--- config.mk ---
export PLATFORM = sky130hd
export DESIGN_NAME = spidergon_switch_allocator
export DESIGN_NICKNAME = d
export VERILOG_FILES = /design/src/rtl/spidergon_switch_allocator.sv
export SDC_FILE = /design/constraint.sdc
export NUM_CORES = 1
export LEC_CHECK = 0
export ABC_AREA = 0
export CAP_MARGIN = 10
export CORE_ASPECT_RATIO = 0.75
export CORE_UTILIZATION = 53
export CTS_BUF_LIST = sky130_fd_sc_hd__clkbuf_16
export DETAILED_ROUTE_END_ITERATION = 8
export PLACE_DENSITY = 0.83
export SETUP_SLACK_MARGIN = 0.5
export SYNTH_ARGS = -nofsm -noshare
export SYNTH_HDL_FRONTEND = slang
export SYNTH_SLANG_ARGS = --single-unit
--- constraint.sdc ---
create_clock -name i_clk -period 6 [get_ports i_clk]
set_input_delay 1.5 -clock i_clk [delete_from_list [all_inputs] [get_ports i_clk]]
set_output_delay 1.5 -clock i_clk [all_outputs]
set_load 0.05 [all_outputs]
--- src/rtl/spidergon_switch_allocator.sv ---
// rtl/spidergon_switch_allocator.sv - separable input-first switch allocator for a Spidergon router node
// Wormhole output locking, credit flow control and zero-latency grants to the crossbar.
module spidergon_switch_allocator #(
  parameter int NUM_OF_VIRTUAL_CHANNELS = 2,
  parameter int CREDIT_DEPTH            = 2,
  parameter int NUM_OF_PORTS            = 4,
  localparam int V  = NUM_OF_VIRTUAL_CHANNELS,
  localparam int P  = NUM_OF_PORTS,
  localparam int R  = P * V,
  localparam int CW = $clog2(CREDIT_DEPTH + 1)
) (
  input  logic            i_clk,
  input  logic            i_reset,
  input  logic [R-1:0]    i_req,
  input  logic [2*R-1:0]  i_req_out_port,
  input  logic [R-1:0]    i_req_head,
  input  logic [R-1:0]    i_req_tail,
  input  logic [P-1:0]    i_credit_return,
  output logic [R-1:0]    o_grant,
  output logic [2*P-1:0]  o_xbar_sel,
  output logic [P-1:0]    o_xbar_valid,
  output logic [P-1:0]    o_out_locked,
  output logic [CW*P-1:0] o_credit_cnt,
  output logic            o_credit_overflow
);

  localparam int PW = 2;
  localparam int VW = (V > 1) ? $clog2(V) : 1;
  localparam int RW = (R > 1) ? $clog2(R) : 1;

  logic [CW-1:0] r_credits [P];
  logic [P-1:0]  r_lock;
  logic [RW-1:0] r_owner   [P];
  logic [VW-1:0] r_ptr_in  [P];
  logic [PW-1:0] r_ptr_out [P];
  logic          r_overflow;

  logic [PW-1:0] w_port     [R];
  logic [R-1:0]  w_elig;
  logic [P-1:0]  w_s1_valid;
  logic [VW-1:0] w_s1_vc    [P];
  logic [PW-1:0] w_s1_port  [P];
  logic [P-1:0]  w_s2_valid;
  logic [PW-1:0] w_s2_sel   [P];
  logic [RW-1:0] w_win      [P];

  // A locked output only admits its owner; an unlocked one only admits a head flit.
  always_comb begin
    for (int r = 0; r < R; r++) begin
      w_port[r] = i_req_out_port[2*r +: 2];
      w_elig[r] = i_req[r] && (r_credits[w_port[r]] != '0) &&
                  (r_lock[w_port[r]] ? (r_owner[w_port[r]] == RW'(r)) : i_req_head[r]);
    end
  end

  always_comb begin
    int idx;
    idx = 0;
    for (int p = 0; p < P; p++) begin
      w_s1_valid[p] = 1'b0;
      w_s1_vc[p]    = '0;
      w_s1_port[p]  = '0;
      for (int k = 0; k < V; k++) begin
        idx = p * V + (int'(r_ptr_in[p]) + k) % V;
        if (!w_s1_valid[p] && w_elig[RW'(idx)]) begin
          w_s1_valid[p] = 1'b1;
          w_s1_vc[p]    = VW'((int'(r_ptr_in[p]) + k) % V);
          w_s1_port[p]  = w_port[RW'(idx)];
        end
      end
    end
  end

  always_comb begin
    int idx;
    idx = 0;
    for (int o = 0; o < P; o++) begin
      w_s2_valid[o] = 1'b0;
      w_s2_sel[o]   = '0;
      w_win[o]      = '0;
      for (int k = 0; k < P; k++) begin
        idx = (int'(r_ptr_out[o]) + k) % P;
        if (!w_s2_valid[o] && w_s1_valid[PW'(idx)] && (w_s1_port[PW'(idx)] == PW'(o))) begin
          w_s2_valid[o] = 1'b1;
          w_s2_sel[o]   = PW'(idx);
          w_win[o]      = RW'(idx * V + int'(w_s1_vc[PW'(idx)]));
        end
      end
    end
  end

  // Outputs are gated by reset so they drop the moment reset asserts.
  always_comb begin
    o_grant      = '0;
    o_xbar_valid = '0;
    o_xbar_sel   = '0;
    o_credit_cnt = '0;
    for (int o = 0; o < P; o++) begin
      o_credit_cnt[CW*o +: CW] = r_credits[o];
      if (i_reset && w_s2_valid[o]) begin
        o_grant[w_win[o]]     = 1'b1;
        o_xbar_valid[o]       = 1'b1;
        o_xbar_sel[2*o +: 2]  = w_s2_sel[o];
      end
    end
  end

  assign o_out_locked      = r_lock;
  assign o_credit_overflow = r_overflow;

  always_ff @(posedge i_clk or negedge i_reset) begin
    if (!i_reset) begin
      r_lock     <= '0;
      r_overflow <= 1'b0;
      for (int o = 0; o < P; o++) begin
        r_credits[o] <= CW'(CREDIT_DEPTH);
        r_owner[o]   <= '0;
        r_ptr_out[o] <= '0;
        r_ptr_in[o]  <= '0;
      end
    end else begin
      for (int o = 0; o < P; o++) begin
        if (w_s2_valid[o] && !i_credit_return[o]) begin
          r_credits[o] <= r_credits[o] - CW'(1);
        end else if (!w_s2_valid[o] && i_credit_return[o]) begin
          if (r_credits[o] == CW'(CREDIT_DEPTH)) r_overflow <= 1'b1;
          else                                   r_credits[o] <= r_credits[o] + CW'(1);
        end
        if (w_s2_valid[o]) begin
          r_ptr_out[o]           <= PW'((int'(w_s2_sel[o]) + 1) % P);
          r_ptr_in[w_s2_sel[o]]  <= VW'((int'(w_s1_vc[w_s2_sel[o]]) + 1) % V);
          if (i_req_head[w_win[o]] && !i_req_tail[w_win[o]]) begin
            r_lock[o]  <= 1'b1;
            r_owner[o] <= w_win[o];
          end else if (i_req_tail[w_win[o]] && !i_req_head[w_win[o]]) begin
            r_lock[o]  <= 1'b0;
          end
        end
      end
    end
  end

endmodule

==> results.yml, run 1 <==
logic_synthesis:
  synth_area_leaders: "dfrtp_1 (13%), mux2i_1 (6.3%), ha_1 (5.4%)"
  synth.net_count: 920
  ys_seq_elements: 37
  synthTopCellsByCount: "nand2_1 (84), nor2_1 (64), nand3_1 (55), mux2i_1 (41), o21ai_0 (38)"
  avgSynthCellArea_sq_um: 7.65
  async_flop_share: 1.00
  synth_edf_count: 0
  yosysUniqueCellTypes: 105
  ys_warn_count: 0
  synthFlopType: "dfrtp_1"
  synthesis.area_sq_um: 6470
  ys_seq_area_frac: 0.144
  synth.most_common_cell: "nand2_1"
  yosys.area.top_type: "dfrtp_1"
  yosysTopAreaCellShare: 0.128
  netlist_instances: 846
floorplan:
  die_w_um: 130
  fp.dieH_um: 97.7
  pin_count: 79
  placementRows: 34
  start_util: 0.551
grt:
  grt_max_degree: 37
  grt_pass1_vias: 12989
  overflow: 181
  grt_pass1_wl_mm: 80.9
  grt_usage: 0.845
placed_design:
  io_buffer_count: 78
  gp_congestion: 1.04
  dp_hpwl_mm: 21.4
  dp.cells: 1251
cts:
  clock_path_buffers: 2
  cts-htree-levels: 2
  cts.sinks: 37
  cts_buffers: 5
  root_buffer: "clkbuf_16"
  ctsHoldBuffers: 0
run_status:
  flow.stopped_at: "global routing"
  status: "aborted with a tool error"
  stop_error: "[ERROR GRT-0116] Global routing finished with congestion. Check the congestion regions in the DRC Viewer."
==> layer usage <==
metal  global-route usage  GRT overflow
met5                0.329             0
met4                0.874            62
met2                0.992           114
met1                0.840             1
met3                0.710             4
==> cell families after synthesis <==
group / synth area share
compound gates: 0.309
xor+xnor: 0.0108
fa+ha+maj: 0.0541
buf+inv: 0.0703
flops: 0.144
mux: 0.114
simple gates: 0.298
==> through the flow <==
step                      setup WS [ps]  setup TNS, ps  cell area, sq um  hold slack (ps)  utilization
after floorplan                    -302          -2210              6920              538            -
after CTS                          -373          -3310             11400              520        0.974
after detailed placement          -1020         -18270              9250              508        0.788
after global placement             -938         -15400              9250              482        0.788
==> what timing repair did <==
action / CTS
resized for setup: 354
buffers inserted: 95
endpoints found under the setup margin: 40
pin swaps: 110
==> inputs of run 2 (changes only) <==
CORE_ASPECT_RATIO = unset   (was 0.75)
CORE_UTILIZATION = 40   (was 53)
CTS_BUF_LIST = unset   (was sky130_fd_sc_hd__clkbuf_16)
PLACE_DENSITY = unset   (was 0.83)
PLACE_DENSITY_LB_ADDON = 0.15   (was unset)
SETUP_SLACK_MARGIN = unset   (was 0.5)
clock period = 7.8 ns   (was 6 ns; I/O delays follow)
==> run 2 against run 1 <==
Effect of this change: area after synthesis did not move; synthesized cell count unchanged; the run now ends clean.
==> results.yml, run 2 <==
run_status:
  status: "completed"
grt:
  grt_util_met3: 0.0458
  grt_usage: 0.328
  grt_pass1_vias: 7709
  grt_max_degree: 29
  top_usage_layer: "met2"
  overflow: 0
  met1_usage: 0.427
  grt_use_met2: 0.540
  grt_pass1_wl_mm: 42.0
  antenna_found_initial: 1
logic_synthesis:
  async_flop_share: 1.00
  ys_seq_area_frac: 0.144
  synth_compound_area_frac: 0.309
  synthFlopType: "dfrtp_1"
  netlist_instances: 846
  synth-adder-area-share: 0.0541
  ys_warn_count: 0
  yosys.area.top_type: "dfrtp_1"
  synth_edf_count: 0
  synthesis.area_sq_um: 6470
  synthTopCellsByCount: "nand2_1 (84), nor2_1 (64), nand3_1 (55), mux2i_1 (41), o21ai_0 (38)"
  avgSynthCellArea_sq_um: 7.65
  yosys.area_share.xor_xnor: 0.0108
  synth.net_count: 920
  ys_seq_elements: 37
  synth_area_leaders: "dfrtp_1 (13%), mux2i_1 (6.3%), ha_1 (5.4%)"
  yosysUniqueCellTypes: 105
  synthSimpleGateAreaFrac: 0.298
  synth.most_common_cell: "nand2_1"
  yosysTopAreaCellShare: 0.128
  muxShareOfSynthArea: 0.114
  synth_top_family_by_area: "compound AO/OA/AOI/OAI gates"
route:
  viasPerCell: 6.28
  ant_nets: 0
  drtIter0Drc: 798
  drt-total-wl_mm: 27.6
  first_pass_iters: 8
  vias: 8074
  drc: 0
  routedWlPerCell_um: 21.5
placed_design:
  io_buffer_count: 78
  dp_hpwl_mm: 21.2
  gp_congestion: 0.993
  post-place-ws_ps: -189
setup_path:
  worstPathCellList: "clkdlybuf4s50_1 -> buf_6 -> nor4bb_2 -> nor4_2 -> a211o_1 -> o211a_4 -> o211ai_1 -> nor2_2 -> a221o_1 -> a211oi_2 -> a31oi_4 -> buf_6 -> ha_2 -> a32oi_1 -> nand3_1 -> buf_12"
  worst-endpoint-arrival_ps: 5770
  crit_start: "i_req_out_port[4]"
  endpoint_kind: "primary output"
  reg2reg_from: "o_out_locked[3]"
  startpoint_type: "primary input"
  cp.required_ps: 5850
  cp_slowest_stage_delay_ps: 500
  critPathKind: "primary input to primary output"
  worst_path_most_repeated_cell: "buf_6"
  cp_max_fo: 9
  crit_slowest_cell: "clkdlybuf4s50_1"
floorplan:
  die-area_sq_um: 16700
  fp.dieH_um: 129
  pin_count: 79
  placementRows: 46
  start_util: 0.409
  die_w_um: 129
  core_sq_um: 15800
sta:
  finalClockSkew_ps: 7.46
  slew-limit-headroom: 0.561
  slew_viol_final: 0
  worst_pin_slew_ps: 659
  fmax_mhz: 129
  finalCritPeriodShare: 0.990
  hold_viol: 0
  setup_tns_ps: 0
  timing.final.ws_setup_ps: 75.4
  setup_violations: 0
  period_needed_ps: 7720
cts:
  root_buffer: "clkbuf_16"
  ctsHoldBuffers: 0
  worstSkewPairLatency_ps: 290
  cts_buffers: 5
  cts-htree-levels: 2
  cts.sinks: 37
  cts_tree: "done"
  clk_pin_slew_ps: 70
  clock_path_buffers: 2
cells_and_area:
  largest_register: "r_owner"
  nets: 1142
  layout_commonest_cell: "buf_4"
  nFillCells: 1484
  mostFrequentLayoutCells: "buf_4 (192), nand2_1 (83), nor2_1 (61)"
  multi_input_area_sq_um: 5580
  areaGrowthSynthToFinish_pct: 44.9
  layout-drive-gt1-share: 0.337
  seq_area_sq_um: 931
  largest_reg_flops: 12
power_and_ir_drop:
  power_density_nw_per_um2: 396
  leakage_uw: 0.00387
  ir_drop_mv: 0.341
run:
  drv_cap: 0
worst_hold_path:
  min-delay-start: "o_credit_overflow"
  holdCritPathClass: "register to register"
[run 2: cell counts after synthesis]
No cell type changed its count.
[run 2: through the flow]
step	power (uW)	cells	util	instance area, sq um	hold slack, ps
3_3_place_gp	3220	1264	0.544	8620	490
5_1_grt	3930	1286	0.593	9390	518
2_1_floorplan	2110	846	-	6470	534
3_5_place_dp	3240	1264	0.544	8620	497
6_report	3720	1286	0.593	9390	504
4_1_cts	3490	1273	0.558	8840	512
[run 2: worst paths after layout]
check / to / slack [ps] / cells past startpoint
max in group asynchronous: o_credit_cnt[1] / 5430 / 2
worst max-delay path: o_grant[5] / 80 / 16
min in group asynchronous: o_credit_cnt[6] / 1590 / 1
worst max register to register: o_out_locked[1] / 2520 / 21
worst min-delay path: o_credit_overflow / 500 / 2
worst min register to register: o_credit_overflow / 500 / 2
[run 2: layout make-up]
class,count,area share
Inverter,41,0.0173
Antenna cell,1,0.000267
Timing Repair Buffer,268,0.244
Clock buffer,5,0.0133
Multi-Input combinational cell,715,0.595
Tap cell,216,0.0288
Sequential cell,37,0.0992
Clock inverter,3,0.00227
[run 2: power breakdown]
group / switching, uW / internal (uW) / total, uW
Sequential: 267 / 285 / 552
Combinational: 1660 / 1300 / 2960
Clock: 91.5 / 119 / 211
[run 2: cell families after synthesis]
logic type	Yosys count
muxes	64
AOI/OAI and AO/OA	254
adders and majority gates	28
xor gates and xnor gates	8
buffers and inverters	94
and+or+nand+nor	361
DFF	37
[run 2: per-layer routing]
layer	vias up	share of wire
met5	-	0
met4	0	0.037
met3	74	0.077
met2	415	0.46
met1	3838	0.42
li1	3747	-
[run 2: worst max-delay path: cells and delay by family]
kind	cells	cell delay, ps
buffers and inverters	4	1020
and+or+nand+nor	4	680
adders and majority gates	1	200
AOI/OAI and AO/OA	7	1890
[run 2: timing repair]
action	CTS	global route
resized for setup	18	97
pin swaps	2	30
gates cloned	0	2
setup buffers	1	10
setup endpoints to repair	9	13
Power figures use the tool's default switching activity.
==> inputs of run 3 (changes only) <==
CORE_ASPECT_RATIO = 0.75   (was unset)
DONT_BUFFER_PORTS = 1   (was unset)
==> run 3 against run 2 <==
Effect of this change: global-route usage is 1.0 points lower; combinational power fell by 22%; sequential cell count stayed put; critical path type unchanged; critical endpoint is now o_grant[1]; largest cell class unchanged; highest routed layer unchanged.
==> results.yml, run 3 (synthesis results as in run 2) <==
run_status:
  status: "completed"
route:
  vias: 7352
  ant_nets: 0
  routedWlPerCell_um: 24.9
  first_pass_iters: 6
  drt-total-wl_mm: 26.5
  viasPerCell: 6.89
  drtIter0Drc: 859
  drc: 0
cts:
  ctsHoldBuffers: 0
  clk_pin_slew_ps: 60
  cts-htree-levels: 2
  root_buffer: "clkbuf_16"
  worstSkewPairLatency_ps: 300
  cts_buffers: 5
  clock_path_buffers: 2
  cts.sinks: 37
  cts_tree: "done"
sta:
  finalCritPeriodShare: 0.979
  slew_viol_final: 0
  period_needed_ps: 7640
  fmax_mhz: 131
  finalClockSkew_ps: 4.91
  slew-limit-headroom: 0.321
  timing.final.ws_setup_ps: 162
  hold_viol: 0
  worst_pin_slew_ps: 1020
  setup_violations: 0
setup_path:
  worstPathCellList: "nor4_1 -> a311oi_1 -> o21a_1 -> or3b_1 -> o32a_4 -> a2111oi_2 -> or4_1 -> buf_4 -> nand2_1 -> a211o_1 -> a21oi_1 -> nand3_1 -> nand4_1 -> buf_4"
  cp_slowest_stage_delay_ps: 460
  startpoint_type: "primary input"
  cp.required_ps: 5850
  critPathKind: "primary input to primary output"
  worst_path_most_repeated_cell: "buf_4"
  endpoint_kind: "primary output"
  cp_max_fo: 13
  worst-endpoint-arrival_ps: 5690
  crit_slowest_cell: "or3b_1"
grt:
  grt_max_degree: 42
  antenna_found_initial: 1
  grt_pass1_wl_mm: 40.6
  overflow: 0
  grt_usage: 0.318
  grt_pass1_vias: 6862
run:
  drv_cap: 0
cells_and_area:
  final_area_sq_um: 7130
  instances_no_fill: 1067
  nets: 934
  layout-drive-gt1-share: 0.166
  largest_reg_flops: 12
  mostFrequentLayoutCells: "nand2_1 (84), nor2_1 (64), buf_4 (58)"
  largest_register: "r_owner"
  final_util: 0.459
  layout_commonest_cell: "nand2_1"
  areaGrowthSynthToFinish_pct: 10.1
floorplan:
  pin_count: 79
  core_sq_um: 15500
  start_util: 0.417
  fp.dieH_um: 112
  die_w_um: 149
  die-area_sq_um: 16700
  placementRows: 39
placed_design:
  dp_hpwl_mm: 20.6
  dp.cells: 1051
  io_buffer_count: 0
  gp_congestion: 0.973
  post-place-ws_ps: 108
  place_area_sq_um: 6860
worst_hold_path:
  holdCritPathClass: "register to register"
power_and_ir_drop:
  ir_drop_mv: 0.287
  leakage_uw: 0.00278
  power_density_nw_per_um2: 439
==> run 3: worst paths after layout <==
check | startpoint | to | slack [ps] | depth (start not counted)
max reg2reg | o_out_locked[3] | o_out_locked[3] | 1850 | 16
max in group asynchronous | i_reset | o_credit_cnt[5] | 6270 | 0
min | r_ptr_out[6] | r_ptr_out[6] | 600 | 2
max | i_req_out_port[0] | o_grant[1] | 160 | 14
min in group asynchronous | i_reset | r_owner[11] | 1350 | 0
min reg2reg | r_ptr_out[6] | r_ptr_out[6] | 600 | 2
==> run 3: final cells by class <==
class,instances,area [sq um]
antenna,1,2.50
clock buffer,5,125
clock inverter,3,25.0
fill,1560,8390
inverter,41,159
multi-input combinational,715,5150
sequential,37,931
tap,205,256
timing repair buffer,60,475
==> run 3: stage by stage <==
step | setup TNS (ps) | hold slack [ps] | total power [uW]
floorplan | 0 | 534 | 2110
global placement | 0 | 581 | 2760
detailed placement | 0 | 590 | 2790
CTS | 0 | 605 | 3030
global route | -178 | 654 | 3310
finish | 0 | 605 | 3130
==> run 3: what timing repair did <==
action | in CTS | in global routing
endpoints found under the setup margin | 0 | 8
buffers inserted | 0 | 7
resized for setup | 0 | 13
==> run 3: report_power, final <==
group	switching, uW	leakage (uW)	internal [uW]
Sequential	330	0.000449	285
Combinational	1430	0.00226	865
Clock	96.2	0.0000704	120
==> run 3: critical path: cells and delay by family <==
kind / cells / cell delay, ps
AO/OA/AOI/OAI: 6 / 1900
buffers and inverters: 2 / 430
AND/OR/NAND/NOR: 6 / 1390
==> run 3: routing by layer <==
metal,share of wire,wire length [um],vias up,GRT usage
met1,0.44,11700,3536,0.462
met3,0.11,2970,57,0.0667
met5,0,0,-,0
met2,0.42,11100,423,0.460
li1,-,-,3336,-
met4,0.027,714,0,0.108
